### config.mk
export PLATFORM = sky130hd
export DESIGN_NAME = div_unit
export DESIGN_NICKNAME = d
export VERILOG_FILES = /design/src/rtl/div_unit.sv
export SDC_FILE = /design/constraint.sdc
export NUM_CORES = 1
export LEC_CHECK = 0
export CAP_MARGIN = 20
export CORE_MARGIN = 5
export CORE_UTILIZATION = 51
export CTS_BUF_LIST = sky130_fd_sc_hd__clkbuf_4 sky130_fd_sc_hd__clkbuf_8
export CTS_CLUSTER_SIZE = 40
export DETAILED_ROUTE_END_ITERATION = 7
export GPL_ROUTABILITY_DRIVEN = 0
export HOLD_SLACK_MARGIN = 0.1
export PLACE_DENSITY_LB_ADDON = 0.05
export SLEW_MARGIN = 30
export SYNTH_ARGS = -nofsm -noshare
export SYNTH_HDL_FRONTEND = slang
export SYNTH_SLANG_ARGS = --single-unit
### constraint.sdc
create_clock -name clk -period 3.15 [get_ports clk]
set_clock_uncertainty 0.2 [all_clocks]
set_input_delay 0.63 -clock clk [delete_from_list [all_inputs] [get_ports clk]]
set_output_delay 0.63 -clock clk [all_outputs]
set_load 0.01 [all_outputs]
### src/rtl/div_unit.sv
// rtl/div_unit.sv - radix-2 restoring divider for DIV/DIVU/REM/REMU, 34-cycle latency.
// Optional DIV_BYPASS_EN: divide-by-zero and signed overflow finish in one cycle.
module div_unit #(
  parameter int XLEN = 32
) (
  input  logic            clk,
  input  logic            rst,
  input  logic            start,
  input  logic [1:0]      op,
  input  logic [XLEN-1:0] dividend,
  input  logic [XLEN-1:0] divisor,
  input  logic            kill,
  output logic            busy,
  output logic            done,
  output logic [XLEN-1:0] result
);

  typedef enum logic [1:0] {IDLE, CALC, FIX, DONE} state_t;

  localparam logic [XLEN-1:0] MIN_NEG = {1'b1, {(XLEN-1){1'b0}}};

  state_t          state;
  logic            is_rem;
  logic            qsign;
  logic            rsign;
  logic            spec;
  logic [XLEN-1:0] spec_val;
  logic [XLEN-1:0] quo;
  logic [XLEN-1:0] dvs;
  logic [XLEN:0]   rem;
  logic [4:0]      cnt;

  logic            in_signed, a_neg, b_neg, div0, ovf, spec_in;
  logic [XLEN-1:0] a_mag, b_mag, spec_in_val;
  logic [XLEN:0]   shifted;
  logic [XLEN+1:0] trial;
  logic [XLEN-1:0] q_fix, r_fix, fix_val;

  // Operand decode for the request being offered in IDLE.
  always_comb begin
    in_signed   = ~op[0];
    a_neg       = in_signed & dividend[XLEN-1];
    b_neg       = in_signed & divisor[XLEN-1];
    a_mag       = a_neg ? -dividend : dividend;
    b_mag       = b_neg ? -divisor : divisor;
    div0        = (divisor == '0);
    ovf         = in_signed && (dividend == MIN_NEG) && (divisor == '1);
    spec_in     = div0 | ovf;
    if (div0)
      spec_in_val = op[1] ? dividend : '1;
    else
      spec_in_val = op[1] ? '0 : MIN_NEG;
  end

  // One restoring step: a borrow out of the trial subtraction means "keep".
  always_comb begin
    shifted = {rem[XLEN-1:0], quo[XLEN-1]};
    trial   = {1'b0, shifted} - {2'b00, dvs};
    q_fix   = qsign ? -quo : quo;
    r_fix   = rsign ? -rem[XLEN-1:0] : rem[XLEN-1:0];
    if (spec)
      fix_val = spec_val;
    else
      fix_val = is_rem ? r_fix : q_fix;
  end

  always_ff @(posedge clk) begin
    if (rst) begin
      state    <= IDLE;
      busy     <= 1'b0;
      done     <= 1'b0;
      result   <= '0;
      cnt      <= '0;
      is_rem   <= 1'b0;
      qsign    <= 1'b0;
      rsign    <= 1'b0;
      spec     <= 1'b0;
      spec_val <= '0;
      quo      <= '0;
      dvs      <= '0;
      rem      <= '0;
    end else begin
      done <= 1'b0;
      if (kill) begin
        state <= IDLE;
        busy  <= 1'b0;
      end else begin
        case (state)
          IDLE: begin
            if (start) begin
              is_rem   <= op[1];
              qsign    <= a_neg ^ b_neg;
              rsign    <= a_neg;
              spec     <= spec_in;
              spec_val <= spec_in_val;
              quo      <= a_mag;
              dvs      <= b_mag;
              rem      <= '0;
              cnt      <= 5'd31;
`ifdef DIV_BYPASS_EN
              if (spec_in) begin
                result <= spec_in_val;
                done   <= 1'b1;
                busy   <= 1'b1;
                state  <= DONE;
              end else begin
                busy  <= 1'b1;
                state <= CALC;
              end
`else
              busy  <= 1'b1;
              state <= CALC;
`endif
            end
          end
          CALC: begin
            if (!trial[XLEN+1]) begin
              rem <= trial[XLEN:0];
              quo <= {quo[XLEN-2:0], 1'b1};
            end else begin
              rem <= shifted;
              quo <= {quo[XLEN-2:0], 1'b0};
            end
            cnt <= cnt - 5'd1;
            if (cnt == 5'd0)
              state <= FIX;
          end
          FIX: begin
            result <= fix_val;
            done   <= 1'b1;
            state  <= DONE;
          end
          DONE: begin
            busy  <= 1'b0;
            state <= IDLE;
          end
          default: begin
            busy  <= 1'b0;
            state <= IDLE;
          end
        endcase
      end
    end
  end

endmodule

==> run summary, run 1 <==
status - finished, final reports clean
Peak VDD IR - 226 µV
GRT Total Usage - 27.1%
synthesized cell area - 11800 µm²
multi-input logic area - 7900 µm²
Max Root-Sink Buffers - 2
number of synthesized flops with an enable pin - 0
Mapped Nets - 1708
Mean Syn Cell Area - 7.41 µm²
DP Area - 14000 µm²
total number of vias - 12163
I/O pins - 104
final max-slew violation count - 0
Yosys warning count - 0
Setup CP Type - reg2reg
most frequent cells in the layout - nand2_1 (206), dfxtp_1 (164), buf_4 (158)
Power Dens Cells - 369 nW/µm²
CTS buffer count - 17
hold crit path type - reg2reg
die height - 162 µm
worst-margin pin slew - 0.763 ns
CP delay by family, top - compound AO/OA/AOI/OAI gates
RSZ-0062 raised after global routing - yes
CTS tree - yes
Final min period - 3.12 ns
Routed WL - 37000 µm
Critical Path Max Stage Delay - 0.40 ns
crit share post-route - 99.0%
layout cell share with drive strength beyond 1 - 14.4%
Clock Sinks - 173
sequential share of the synthesized area - 29.3%
Site Rows - 55
max_cap viols - 0
Crit. End Element - register
Rel. slew slack - 49.1%
Die Span X - 162 µm
CP Launch Type - register
TritonRoute pass-1 iters - 5
fin area - 14700 µm²
Buf+Inv Stages, Crit Path - 4
crit path max-delay cell type - dfxtp_1
first-pass GRT wire length - 58300 µm
IO buf count - 103
Arrival @ worst endpoint - 3.27 ns
Seq cells post-synth - 173
fill cell count - 2096
LEAKAGE - 5.59 nW
HPWL after detailed placement - 28000 µm
critical-path cell list - inv_1, ha_1, o21a_1, o31a_1, o211ai_1, a21oi_2, a211oi_2, buf_4, nor3_4, a21o_1, buf_12, buf_8, nor2_1, a221o_1
Hold WS - 0.258 ns
initial antenna violation count - 0
later-pin clock latency in the skew report - 0.47 ns
upper clock frequency limit - 0.321 GHz
total gr overflow - 0
Main synth FF type - dfxtp_1
Antenna Cells - 0
Post-Synthesis Cells - 1594
Setup WS post-layout - 0.0321 ns
WL/cell - 17.8 µm
final hold violations - 0
core area - 22700 µm²
Worst Path Required - 3.30 ns
vias in the first global route - 11148
most common cell after layout, fill and taps aside - nand2_1
largest net degree at the start of global routing - 63
Async S/R FF share, synth - 0%
Initial Utilization - 52.0%
Nets - 1894
Final ANT Viol Nets - 0
detailed-route DRC error count - 0
Worst-path clk slew - 0.10 ns
Area Overhead vs Synth - 24.9%
Synth cell types - 66
register area - 3480 µm²
Clock Root Buffer - clkbuf_8
initial drt markers - 992
CP Max Fanout - 7
# setup viols final - 0
pre-CTS setup slack - -0.358 ns
H-tree Lvls - 4
die area - 26300 µm²
Via density - 5.85
-- Yosys cell counts (4+ instances only) --
master    instances  area share, %
clkbuf_1         86            2.7
o21ai_0          90            3.8
nand4_1          14           0.74
a21o_1           21            1.3
dfxtp_1         173             29
o21a_1            5           0.32
buf_2             6           0.25
o31ai_1          21            1.3
or4_1             6           0.38
nor3_1           48            2.0
or4_4             4           0.38
o211ai_1          9           0.57
or3_1            18           0.95
inv_1            55            1.7
xnor2_1          81            6.0
o41ai_1          10           0.74
a31oi_1          23            1.2
a211oi_1         69            4.4
ha_1             43            4.6
nand3_1          53            2.2
nor4_1           11           0.58
nor2_1          157            5.0
a32oi_1           9           0.67
buf_1             4           0.13
mux2i_1          26            2.2
o22ai_1           7           0.37
nand2_1         207            6.6
a311oi_1          7           0.52
o21ai_1          16           0.68
a21oi_1         134            5.7
buf_4             5           0.32
and3_1           13           0.69
nand2b_1         41            2.2
nor2b_1           9           0.48
o31a_1            5           0.37
xor2_1           59            4.4
-- kinds of logic (layout without fill, tap and decap cells) --
logic type,count (synthesis),count (layout),synth area share (%)
AO/OA/AOI/OAI,446,446,23.6
XOR/XNOR,140,140,10.4
adder cells (fa/ha/maj),44,44,4.73
buffers and inverters,158,357,5.26
flip-flops,173,173,29.3
multiplexers,27,27,2.30
AND/OR/NAND/NOR,606,606,24.3
-- path summary, 6_finish.rpt --
| path | start | end | slack [ns] | cells past startpoint |
|---|---|---|---|---|
| setup / recovery | dvs[3] | rem[27] | 0.03 | 14 |
| hold / removal | spec_val[29] | spec_val[29] | 0.26 | 2 |
| setup reg to reg | dvs[3] | rem[27] | 0.03 | 14 |
| hold reg to reg | spec_val[29] | spec_val[29] | 0.26 | 2 |
-- routing by layer --
| metal | up-vias | routed length (µm) | track usage (%) |
|---|---|---|---|
| met5 | - | 0 | 0 |
| met4 | 0 | 524 | 6.54 |
| li1 | 6036 | - | - |
| met1 | 5679 | 17500 | 39.2 |
| met2 | 401 | 16800 | 43.2 |
| met3 | 47 | 2140 | 3.45 |
-- worst min-delay path, cell delays in order, from the launching register on --
cell     delay (ns)
dfxtp_1        0.32
nand2_1        0.05
a21oi_1        0.05
-- registers in the layout (all words and copies together), names as in the netlist --
name      cells
result       32
dvs          32
quo          32
is_rem        1
spec          1
cnt           5
busy          1
rem          32
spec_val     32
qsign         1
done          1
rsign         1
state         2
-- cell type report --
cell class                 count  share of cell area (%)
timing repair buffer         269                    16.1
clock inverter                15                    1.30
clock buffer                  17                    1.59
tap                          285                    2.42
multi-input combinational   1263                    53.6
sequential                   173                    23.6
inverter                      56                    1.46
-- power breakdown --
part / internal, mW / leakage, nW / switching (mW)
Sequential: 2.26 / 1.41 / 0.0948
Clock: 0.750 / 0.215 / 0.971
Combinational: 0.613 / 3.97 / 0.749
Total: 3.62 / 5.59 / 1.82
-- what timing repair did --
action / in CTS / in global routing
buffers inserted: 0 / 12
setup endpoints to repair: 21 / 38
gates resized for setup: 7 / 43
hold buffers: 0 / 0
pin swaps: 5 / 23
-- stage by stage --
step	power, mW	utilization, %	std cells	setup TNS (ns)
finish	5.44	64.9	2078	0
global route	5.69	64.9	2078	-0.536
CTS	5.39	63.8	2066	0
detailed placement	3.68	61.8	2034	-9.04
global placement	3.66	61.8	2034	-8.41
floorplan	3.18	-	1594	0
Note: power is estimated with default switching activity, not from simulation.
==> run 2: changes to the inputs <==
--- a/config.mk
+++ b/config.mk
@@ -7,7 +7,7 @@
 export LEC_CHECK = 0
 export CAP_MARGIN = 20
 export CORE_MARGIN = 5
-export CORE_UTILIZATION = 51
+export CORE_UTILIZATION = 61
 export CTS_BUF_LIST = sky130_fd_sc_hd__clkbuf_4 sky130_fd_sc_hd__clkbuf_8
 export CTS_CLUSTER_SIZE = 40
 export DETAILED_ROUTE_END_ITERATION = 7
==> constraint.sdc (replaced) <==
create_clock -name clk -period 3.25 [get_ports clk]
set_clock_uncertainty 0.2 [all_clocks]
set_input_delay 0.65 -clock clk [delete_from_list [all_inputs] [get_ports clk]]
set_output_delay 0.65 -clock clk [all_outputs]
set_load 0.01 [all_outputs]
==> run 2 against run 1 <==
  * The flow now finishes with violations (setup timing)
  * Core utilization grew 11 points
  * Flip-flop and latch count unchanged
  * First-iteration DRC count is 38% higher
  * Critical path depth down 2
  * Combinational power down 7%
  * Non-clock buffer count fell by 38
  * Sequential share of layout area is 0.71 points higher
  * Setup slack worse by 0.054 ns
  * Critical path type unchanged
  * Critical endpoint is now rem[26]
  * Largest cell class unchanged
  * Largest power group unchanged
  * Highest routed layer unchanged
==> run summary, run 2 (synthesized netlist as in run 1, its figures left out) <==
Clock Sinks - 173
Hold WS - 0.221 ns
Final ANT Viol Nets - 0
GRT Total Usage - 32.0%
Routed WL - 36300 µm
Setup TNS - -0.0215 ns
Nets - 1856
crit share post-route - 101%
worst-margin pin slew - 0.902 ns
CP Max Fanout - 4
I/O pins - 104
Sw Ratio - 34.9%
layout cell share with drive strength beyond 1 - 11.1%
Pint - 3.33 mW
Critical Path Max Stage Delay - 0.43 ns
hold crit path type - in2reg
upper clock frequency limit - 0.306 GHz
TritonRoute pass-1 iters - 7
WL/cell - 18.0 µm
Crit. End Element - register
initial drt markers - 1364
CP Launch Type - register
Via density - 6.15
LEAKAGE - 5.36 nW
Post CTS Setup Buffer Count - 0
Rel. slew slack - 39.9%
IO buf count - 103
die area - 22200 µm²
crit path max-delay cell type - dfxtp_1
CP most frequent cell - o21ai_1
core area - 18900 µm²
Buf+Inv Stages, Crit Path - 2
Logic pwr share - 24.9%
CTS tree - yes
sequential power share - 44.7%
later-pin clock latency in the skew report - 0.50 ns
H-tree Lvls - 4
final hold violations - 0
detailed-route DRC error count - 0
vias in the first global route - 11011
failing checks - setup timing
max_cap viols - 0
Clock Power Share - 30.4%
Setup WS post-layout - -0.0215 ns
Final min period - 3.27 ns
RSZ-0062 raised after global routing - yes
Clock Root Buffer - clkbuf_8
status - finished, violations left
Max Root-Sink Buffers - 2
CTS buffer count - 17
Initial Utilization - 62.5%
Arrival @ worst endpoint - 3.45 ns
most common cell after layout, fill and taps aside - nand2_1
Power Dens Cells - 358 nW/µm²
Die Span X - 149 µm
Worst Path Required - 3.43 ns
total gr overflow - 0
register area - 3470 µm²
Peak VDD IR - 311 µV
Site Rows - 50
first-pass GRT wire length - 57900 µm
die height - 149 µm
HPWL after detailed placement - 27500 µm
critical-path cell list - inv_1, ha_1, nor2b_2, o2111ai_1, a21oi_2, buf_4, o21ai_1, nand3b_1, a31oi_2, o21ai_1, xor2_1, a221o_1
# setup viols final - 1
total number of vias - 12399
largest net degree at the start of global routing - 87
Area Overhead vs Synth - 20.8%
multi-input logic area - 7780 µm²
CP delay by family, top - compound AO/OA/AOI/OAI gates
initial antenna violation count - 0
Setup CP Type - reg2reg
most frequent cells in the layout - nand2_1 (207), dfxtp_1 (171), nor2_1 (155)
Worst-path clk slew - 0.10 ns
final max-slew violation count - 0
sw power - 1.78 mW
Antenna Cells - 0
fill cell count - 1527
## run 2: changes by cell type in the layout (fill, tap and decap cells not counted), sizes merged
cell    change
buf        -38
clkinv      +4
bufinv      -2
inv         -2
## run 2: per-stage QoR
stage          power [mW]  cells  setup slack, ns  util, %  cell area, µm²
2_1_floorplan        3.08   1594            0.289        -           11800
3_3_place_gp         3.52   1983           -0.227     73.1           13800
3_5_place_dp         3.55   1983           -0.296     73.1           13800
4_1_cts              5.07   2015          0.00714     75.3           14200
5_1_grt              5.32   2015          -0.0783     75.5           14300
6_report             5.11   2015          -0.0215     75.5           14300
## run 2: worst paths after layout
check | from | end | slack, ns | cells after the start
worst max-delay path | dvs[2] | rem[26] | -0.02 | 12
worst min-delay path | rst | rsign | 0.22 | 2
worst max register to register | dvs[2] | rem[26] | -0.02 | 12
worst min register to register | spec_val[30] | spec_val[30] | 0.25 | 2
## run 2: layer usage
metal | share of wire [%] | global-route usage (%) | up-vias
li1 | - | - | 5959
met1 | 45 | 47.9 | 5791
met2 | 43 | 48.3 | 605
met3 | 9.8 | 5.44 | 44
met4 | 1.5 | 7.05 | 0
met5 | 0 | 0 | -
## run 2: timing repair
action,CTS,global route
resized for setup,0,11
setup endpoints to repair,0,22
hold buffers,0,0
## run 2: power groups by stage
stage	registers [mW]	clock network (mW)	logic (mW)
4_1_cts	2.27	1.56	1.23
3_3_place_gp	2.32	0	1.20
2_1_floorplan	2.29	0	0.789
3_5_place_dp	2.32	0	1.23
5_1_grt	2.29	1.65	1.38
6_report	2.28	1.55	1.27
## run 2: cell type report
type	instances	share of cell area (%)
clock buffers	17	1.64
clock inverters	15	1.18
inverters	56	1.47
multi-input cells	1263	54.6
flip-flops and latches	173	24.3
well taps	260	2.28
repair buffers	231	14.6
==> run 3: changes to the inputs <==
--- a/config.mk
+++ b/config.mk
@@ -6,7 +6,6 @@
 export NUM_CORES = 1
 export LEC_CHECK = 0
 export CAP_MARGIN = 20
-export CORE_MARGIN = 5
 export CORE_UTILIZATION = 61
 export CTS_BUF_LIST = sky130_fd_sc_hd__clkbuf_4 sky130_fd_sc_hd__clkbuf_8
 export CTS_CLUSTER_SIZE = 40
==> run 3 against run 2 <==
  * The run now ends clean
  * Non-clock buffer count rose by 6
  * Critical path type unchanged
  * Core utilization is 0.86 points higher
  * Combinational power about the same
  * Final area grew 0.81%
  * Clock-buffer cell count unchanged
  * Largest cell class unchanged
  * Flip-flop and latch count is the same
  * Critical endpoint is now rem[28]
  * Setup slack better by 0.10 ns
  * First-iteration DRC count decreased by 0.44%
==> run summary, run 3 (synthesized netlist as in run 1, its figures left out) <==
Area Overhead vs Synth - 21.8%
Critical Path Max Stage Delay - 0.41 ns
placed insts - 1985
Power Dens Cells - 364 nW/µm²
Setup CP Type - reg2reg
Clock Root Buffer - clkbuf_8
Peak VDD IR - 303 µV
I/O pins - 104
Rel. slew slack - 42.5%
crit share post-route - 97.5%
WHS Path Cells - 2
H-tree Lvls - 4
hold crit path type - reg2reg
fin area - 14400 µm²
later-pin clock latency in the skew report - 0.49 ns
WL/cell - 17.9 µm
Via density - 6.15
total gr overflow - 0
die height - 141 µm
Arrival @ worst endpoint - 3.34 ns
initial antenna violation count - 0
most frequent cells in the layout - nand2_1 (206), dfxtp_1 (170), nor2_1 (155)
worst-margin pin slew - 0.862 ns
Worst-path clk slew - 0.11 ns
TritonRoute pass-1 iters - 6
R2R depth - 12
final core occ - 76.4%
core area - 18800 µm²
Worst Path Required - 3.43 ns
Die Span X - 141 µm
upper clock frequency limit - 0.316 GHz
Final ANT Viol Nets - 0
Site Rows - 50
internal reg-to-reg setup slack - 0.08 ns
Final min period - 3.17 ns
CTS tree - yes
detailed-route DRC error count - 0
Tot Pwr - 5.23 mW
Buf+Inv Stages, Crit Path - 1
total number of vias - 12432
CTS buffer count - 17
hold buffer count at cts - 0
Antenna Cells - 0
largest net degree at the start of global routing - 59
vias in the first global route - 11025
final max-slew violation count - 0
Nets - 1862
CP Launch Type - register
# setup viols final - 0
final hold violations - 0
most common cell after layout, fill and taps aside - nand2_1
crit path max-delay cell type - dfxtp_1
max_cap viols - 0
die area - 19900 µm²
Routed WL - 36200 µm
GRT Total Usage - 36.6%
CP delay by family, top - compound AO/OA/AOI/OAI gates
LEAKAGE - 5.40 nW
layout cell share with drive strength beyond 1 - 11.7%
DP Area - 13800 µm²
status - finished, final reports clean
initial drt markers - 1358
first-pass GRT wire length - 57700 µm
Max Root-Sink Buffers - 2
IO buf count - 103
Initial Utilization - 62.7%
CP Max Fanout - 2
post-route insts no fill - 2021
critical-path cell list - inv_1, ha_1, fa_2, nor2b_2, o2111ai_1, a21oi_2, nor2_1, o211ai_1, nand3_1, a31oi_2, xor2_1, a221o_1
Worst path depth - 12
HPWL after detailed placement - 27300 µm
Crit. End Element - register
Clock Sinks - 173
run 3: cell count changes in the layout (fill, tap and decap cells not counted), moves of 2 or more:
cell | before | now
buf_12 | 7 | 5
inv_8 | 5 | 3
nor3_2 | 3 | 5
nor3_1 | 48 | 46
buf_4 | 122 | 128
clkinv_8 | 4 | 6
run 3: worst register-to-register path, cell delays in order, from the launching register on:
cell and delay (ns):
dfxtp_1 0.41, inv_1 0.10, ha_1 0.25, fa_2 0.38, nor2b_2 0.15, o2111ai_1 0.17
a21oi_2 0.20, nor2_1 0.09, o211ai_1 0.29, nand3_1 0.21, a31oi_2 0.22, xor2_1 0.09
a221o_1 0.31
run 3: final timing paths:
path / start / endpoint
worst max-delay path: quo[31] / rem[28]
worst min-delay path: spec_val[18] / spec_val[18]
worst max register to register: quo[31] / rem[28]
worst min register to register: spec_val[18] / spec_val[18]
run 3: repair_timing:
| item | 4_1_cts | 5_1_grt |
|---|---|---|
| setup endpoints to repair | 4 | 34 |
| pin swaps | 0 | 14 |
| resized for setup | 2 | 17 |
| setup buffers | 0 | 3 |
| gates cloned | 0 | 1 |
run 3: per-stage QoR:
stage	TNS (ns)	setup WS, ns	hold WS, ns
6_report	0	0.0826	0.260
3_3_place_gp	-2.96	-0.230	0.236
5_1_grt	-0.0285	-0.0249	0.277
3_5_place_dp	-5.94	-0.276	0.246
2_1_floorplan	0	0.289	0.228
4_1_cts	0	0.00149	0.260
run 3: area by class of cell:
class | count | area [µm²]
clock buffers | 17 | 234
clock inverters | 15 | 213
fillers | 1442 | 4450
inverters | 56 | 210
multi-input cells | 1263 | 7810
flip-flops and latches | 173 | 3470
well taps | 260 | 325
repair buffers | 237 | 2120
run 3: routing by layer:
metal  vias to the layer above  track usage [%]  wire length [µm]
li1                       5969                -                 -
met2                       626             56.5             15900
met1                      5763             52.2             16300
met3                        74             6.42              3280
met4                         0             9.67               827
met5                         -                0                 0
run 3: report_power, final:
group          internal, mW  total, mW  leakage (nW)  switching (mW)
combinational         0.559       1.27          3.77           0.713
clock                 0.676       1.67         0.221           0.993
sequential             2.19       2.29          1.41          0.0970
total                  3.43       5.23          5.40            1.80
